### src/rtl/frogger_pkg.sv
// Shared Frogger definitions: game state encoding, screen coordinate widths
// and the default tuning values for the collision monitor.
package frogger_pkg;

  typedef enum logic [1:0] {
    PLAY = 2'd0,
    HIT  = 2'd1,
    OVER = 2'd2
  } state_t;

  localparam int X_W = 10;
  localparam int Y_W = 9;

  localparam int             LIVES_INIT_DEF    = 3;
  localparam logic [Y_W-1:0] GOAL_Y_DEF        = 9'd20;
  localparam logic [7:0]     INVULN_FRAMES_DEF = 8'd60;
  localparam logic [2:0]     LEVEL_MAX         = 3'd7;

endpackage

### src/rtl/box_overlap.sv
// Strict axis-aligned box intersection between the car and the frog;
// boxes that merely share an edge do not overlap.
module box_overlap
  import frogger_pkg::*;
(
  input  logic [X_W-1:0] carL,
  input  logic [X_W-1:0] carR,
  input  logic [Y_W-1:0] carT,
  input  logic [Y_W-1:0] carB,
  input  logic [X_W-1:0] frogL,
  input  logic [X_W-1:0] frogR,
  input  logic [Y_W-1:0] frogT,
  input  logic [Y_W-1:0] frogB,
  output logic           overlap
);

  assign overlap = (frogL < carR) && (frogR > carL) &&
                   (frogT < carB) && (frogB > carT);

endmodule

### src/rtl/collision_monitor.sv
// Game-rule engine: turns per-frame car/frog overlap into hits, lives,
// level progression, invulnerability and game-over handling.
module collision_monitor
  import frogger_pkg::*;
#(
  parameter int             LIVES_INIT    = LIVES_INIT_DEF,
  parameter logic [Y_W-1:0] GOAL_Y        = GOAL_Y_DEF,
  parameter logic [7:0]     INVULN_FRAMES = INVULN_FRAMES_DEF
) (
  input  logic           clk_in,
  input  logic           reset_in,
  input  logic           frame_tick,
  input  logic           start,
  input  logic [X_W-1:0] carL,
  input  logic [X_W-1:0] carR,
  input  logic [Y_W-1:0] carT,
  input  logic [Y_W-1:0] carB,
  input  logic [X_W-1:0] frogL,
  input  logic [X_W-1:0] frogR,
  input  logic [Y_W-1:0] frogT,
  input  logic [Y_W-1:0] frogB,
  output logic           pseudo,
  output logic [2:0]     level,
  output logic [1:0]     lives,
  output logic           hit_pulse,
  output logic           frog_respawn,
  output logic           game_over
);

  localparam logic [1:0] LIVES_RST = 2'(LIVES_INIT);

  state_t     state;
  logic [7:0] counter;
  logic       ov_prev;
  logic       ov;

  box_overlap u_box_overlap (
    .carL    (carL),
    .carR    (carR),
    .carT    (carT),
    .carB    (carB),
    .frogL   (frogL),
    .frogR   (frogR),
    .frogT   (frogT),
    .frogB   (frogB),
    .overlap (ov)
  );

  // A hit needs overlap on two consecutive frame ticks; this filters
  // single-frame grazes caused by car/frog update skew.
  always_ff @(posedge clk_in or negedge reset_in) begin
    if (!reset_in) begin
      state        <= PLAY;
      lives        <= LIVES_RST;
      level        <= 3'd0;
      pseudo       <= 1'b1;
      hit_pulse    <= 1'b0;
      frog_respawn <= 1'b0;
      game_over    <= 1'b0;
      counter      <= 8'd0;
      ov_prev      <= 1'b0;
    end else begin
      hit_pulse    <= 1'b0;
      frog_respawn <= 1'b0;
      case (state)
        PLAY: begin
          if (frame_tick) begin
            ov_prev <= ov;
            if (ov && ov_prev) begin
              hit_pulse <= 1'b1;
              if (lives > 2'd1) begin
                lives        <= lives - 2'd1;
                frog_respawn <= 1'b1;
                counter      <= INVULN_FRAMES;
                state        <= HIT;
              end else begin
                lives     <= 2'd0;
                game_over <= 1'b1;
                pseudo    <= 1'b0;
                state     <= OVER;
              end
            end else if (frogT <= GOAL_Y) begin
              if (level != LEVEL_MAX)
                level <= level + 3'd1;
              frog_respawn <= 1'b1;
              ov_prev      <= 1'b0;
            end
          end
        end
        HIT: begin
          if (frame_tick) begin
            ov_prev <= ov;
            if (counter <= 8'd1) begin
              counter <= 8'd0;
              ov_prev <= 1'b0;
              state   <= PLAY;
            end else begin
              counter <= counter - 8'd1;
            end
          end
        end
        OVER: begin
          if (start) begin
            lives        <= LIVES_RST;
            level        <= 3'd0;
            ov_prev      <= 1'b0;
            frog_respawn <= 1'b1;
            game_over    <= 1'b0;
            pseudo       <= 1'b1;
            state        <= PLAY;
          end
        end
        default: state <= PLAY;
      endcase
    end
  end

endmodule

### config.mk
export PLATFORM = sky130hd
export DESIGN_NAME = collision_monitor
export DESIGN_NICKNAME = d
export VERILOG_FILES = /design/src/rtl/frogger_pkg.sv /design/src/rtl/box_overlap.sv /design/src/rtl/collision_monitor.sv
export SDC_FILE = /design/constraint.sdc
export NUM_CORES = 1
export LEC_CHECK = 0
export CORE_AREA = 10 10 82 84
export DETAILED_ROUTE_END_ITERATION = 10
export DIE_AREA = 0 0 92 94
export PLACE_DENSITY = 0.77
export REMOVE_ABC_BUFFERS = 1
export SETUP_SLACK_MARGIN = 0.1
export SLEW_MARGIN = 20
export SYNTH_ARGS = -nofsm -noshare
export SYNTH_HDL_FRONTEND = slang
export SYNTH_HIERARCHICAL = 1
export SYNTH_SLANG_ARGS = --single-unit
### constraint.sdc
create_clock -name clk_in -period 2.61 [get_ports clk_in]
set_clock_uncertainty 0.15 [all_clocks]
set_input_delay 0.522 -clock clk_in [delete_from_list [all_inputs] [get_ports clk_in]]
set_output_delay 0.522 -clock clk_in [all_outputs]
set_load 0.01 [all_outputs]
==> results.sh <==
export IMPL_synth_seq_cells=20
export IMPL_stdcell_count=440
export IMPL_antenna_found_initial=2
export IMPL_routedWlPerCell_um=17.8
export IMPL_htreeDepth=1
export IMPL_synth_edf_count=0
export IMPL_outcome="finished, violations left"
export IMPL_async_flop_share_pct=100
export IMPL_gp_congestion=0.829
export IMPL_required_ns=2.66
export IMPL_wl_um=7820
export IMPL_min_period_ns=2.75
export IMPL_cp_start_kind="primary input"
export IMPL_overflow=0
export IMPL_multi_input_area_mm2=0.00197
export IMPL_power_frac_seq_pct=30.6
export IMPL_synthTopCellsByArea="ha_1 (26%), dfrtp_1 (20%), inv_1 (8.3%)"
export IMPL_crit_chain="dlygate4sd2_1 > inv_2 > ha_4 > o2111ai_2 > o21ai_1 > a32o_2 > nor4_4 > buf_4 > a21boi_2 > nand2b_1 > buf_4 > or4_1 > nand3_1"
export IMPL_yosys_warnings=6
export IMPL_routed_via_density=5.33
export IMPL_fin_crit_sh_pct=105
export IMPL_drcViolationCount=0
export IMPL_rsz0062_at_grt="true"
export IMPL_fin_nets=491
export IMPL_port_buffer_count=88
export IMPL_row_count=26
export IMPL_seq_area_um2=504
export IMPL_maxCapViolCount=0
export IMPL_synth_area_mm2=0.00213
export IMPL_cts_buffers=3
export IMPL_dr_pass1_iters=4
export IMPL_clockBufferDepth=2
export IMPL_path_max_fanout=4
export IMPL_syn_area_per_cell_um2=8.57
export IMPL_fin_hold_ws_ns=0.363
export IMPL_fmax_mhz=364
export IMPL_holdCritPathClass="flop to flop"
export IMPL_worst_path_largest_cell_delay_ns=0.43
export IMPL_setup_violations=11
export IMPL_dieWidth_um=92
export IMPL_ys_flop_type="dfrtp_1"
export IMPL_ir_drop_v=0.000417
export IMPL_placedCellCount=424
export IMPL_slowest_stage="or4_1"
export IMPL_p_clk_share_pct=13.6
export IMPL_failed_checks="negative setup slack"
export IMPL_grt_use_total_pct=16.7
export IMPL_yosysTopAreaCell="ha_1"
export IMPL_final_area_mm2=0.00379
export IMPL_p_int_uw=1050
export IMPL_core_area_mm2=0.00507
export IMPL_path_clk_slew_ns=0.08
export IMPL_slew_headroom_pct=56.6
export IMPL_cts_sinks=20
export IMPL_final_hold_viol_count=0
export IMPL_cts_tree="done"
export IMPL_root_buffer="clkbuf_8"
export IMPL_synth_most_common_cell="inv_1"
export IMPL_crit_arrival_ns=2.79
export IMPL_placed_cell_area_mm2=0.00324
export IMPL_pwr_share_comb_pct=55.8
export IMPL_yosysTopAreaCellShare_pct=25.9
export IMPL_synthTopCellsByCount="inv_1 (47), ha_1 (44), dfrtp_1 (17)"
export IMPL_nFillCells=381
export IMPL_drv_slew=0
export IMPL_die_y_um=94
export IMPL_drt_iter0_drc=53
export IMPL_drtAntennaViolNets=0
export IMPL_switching_power_uw=727
export IMPL_start_util_pct=41.9
export IMPL_leakage_uw=0.00166
export IMPL_drive_above_1_share_pct=50.3
export IMPL_ios=89
export IMPL_worst_path_most_repeated_cell="buf_4"
export IMPL_grt_pass1_vias=2543
export IMPL_grt_max_degree=12
export IMPL_tightest_slew_ns=0.644
export IMPL_setup_slack_ns=-0.136
export IMPL_die_area_mm2=0.00865
export IMPL_clk_latency_ns=0.26
export IMPL_ys_types=51
export IMPL_synthesis_instances=248
export IMPL_area_delta_synth_final_pct=78.1
export IMPL_ys_seq_area_share_pct=23.7
export IMPL_vias=2345
export IMPL_grt_pass1_wl_um=12000
export IMPL_end_kind="flop"
export IMPL_hpwl_um=5460
export IMPL_swShare_pct=41.0
export IMPL_power_density_mw_per_mm2=469
export IMPL_crit_type="primary input to flop"
[critical path: cells and delay by family]
| family | cells | cell delay, ns |
|---|---|---|
| adders and majority gates | 1 | 0.27 |
| buffers and inverters | 4 | 0.60 |
| AOI/OAI and AO/OA | 4 | 0.67 |
| and+or+nand+nor | 4 | 0.73 |
[cells by family after synthesis]
kind of cell | count (synthesis) | synth area share, %
flops | 20 | 23.7
mux | 3 | 1.53
compound gates | 67 | 23.2
simple gates | 64 | 16.7
fa+ha+maj | 44 | 25.9
buf+inv | 50 | 8.95
[state kept, by name (all words and copies together), names as in the netlist]
name	cells
counter	8
level	3
lives	2
state	2
frog_respawn	1
game_over	1
hit_pulse	1
ov_prev	1
pseudo	1
[worst paths after layout]
check / startpoint / to / slack, ns / depth (start not counted)
worst min-delay path: lives[0] / lives[0] / 0.36 / 2
min in group asynchronous: reset_in / counter[4] / 0.48 / 1
worst max register to register: state[1] / level[2] / 0.42 / 7
max in group asynchronous: reset_in / lives[1] / 1.19 / 2
worst min register to register: lives[0] / lives[0] / 0.36 / 2
worst max-delay path: carR[7] / level[2] / -0.14 / 13
[placed cells by master, fill, tap and decap left out, types with 6 or more instances in the layout]
cell type and n:
buf_4 27, ha_4 27, buf_2 26, dlygate4sd2_1 23
inv_2 22, inv_1 20, dfrtp_1 17, buf_6 16
clkdlybuf4s50_1 12, nand2_1 11, nand3_1 10, nor2_1 9
ha_1 9, clkdlybuf4s15_1 9, o21ai_1 8, ha_2 8
o21ai_0 6
[layer usage]
| metal | global-route usage [%] | routed length [um] |
|---|---|---|
| met5 | 0 | 0 |
| met4 | 3.98 | 189 |
| met2 | 33.3 | 4450 |
| met3 | 2.64 | 188 |
| met1 | 17.5 | 2990 |
[through the flow]
| stage | utilization (%) | setup slack (ns) | power (uW) | TNS (ns) |
|---|---|---|---|---|
| 2_1_floorplan | - | -0.354 | 962 | -2.61 |
| 3_3_place_gp | 63.8 | -0.878 | 1310 | -14.92 |
| 3_5_place_dp | 63.8 | -0.945 | 1340 | -15.78 |
| 4_1_cts | 72.5 | -0.0433 | 1700 | -0.0886 |
| 5_1_grt | 74.6 | -0.177 | 1900 | -1.51 |
| 6_report | 74.6 | -0.136 | 1770 | -0.434 |
[layout make-up]
class / instances / area share (%)
diodes: 4 / 0.264
clock buffers: 4 / 1.45
inverters: 47 / 4.99
multi-input cells: 178 / 52.1
flip-flops and latches: 20 / 13.3
well taps: 70 / 2.31
repair buffers: 117 / 25.6
[power groups by stage]
stage / clock network, uW / registers [uW] / logic (uW)
floorplan: 0 / 513 / 449
global placement: 0 / 523 / 782
detailed placement: 0 / 530 / 807
CTS: 244 / 530 / 922
global route: 255 / 557 / 1090
finish: 241 / 544 / 990
[what timing repair did]
item	4_1_cts	5_1_grt
buffers inserted	8	2
gates resized for setup	292	30
endpoints found under the setup margin	20	18
hold buffers	0	0
pin swaps	80	22
(Power assumes the default switching activity.)
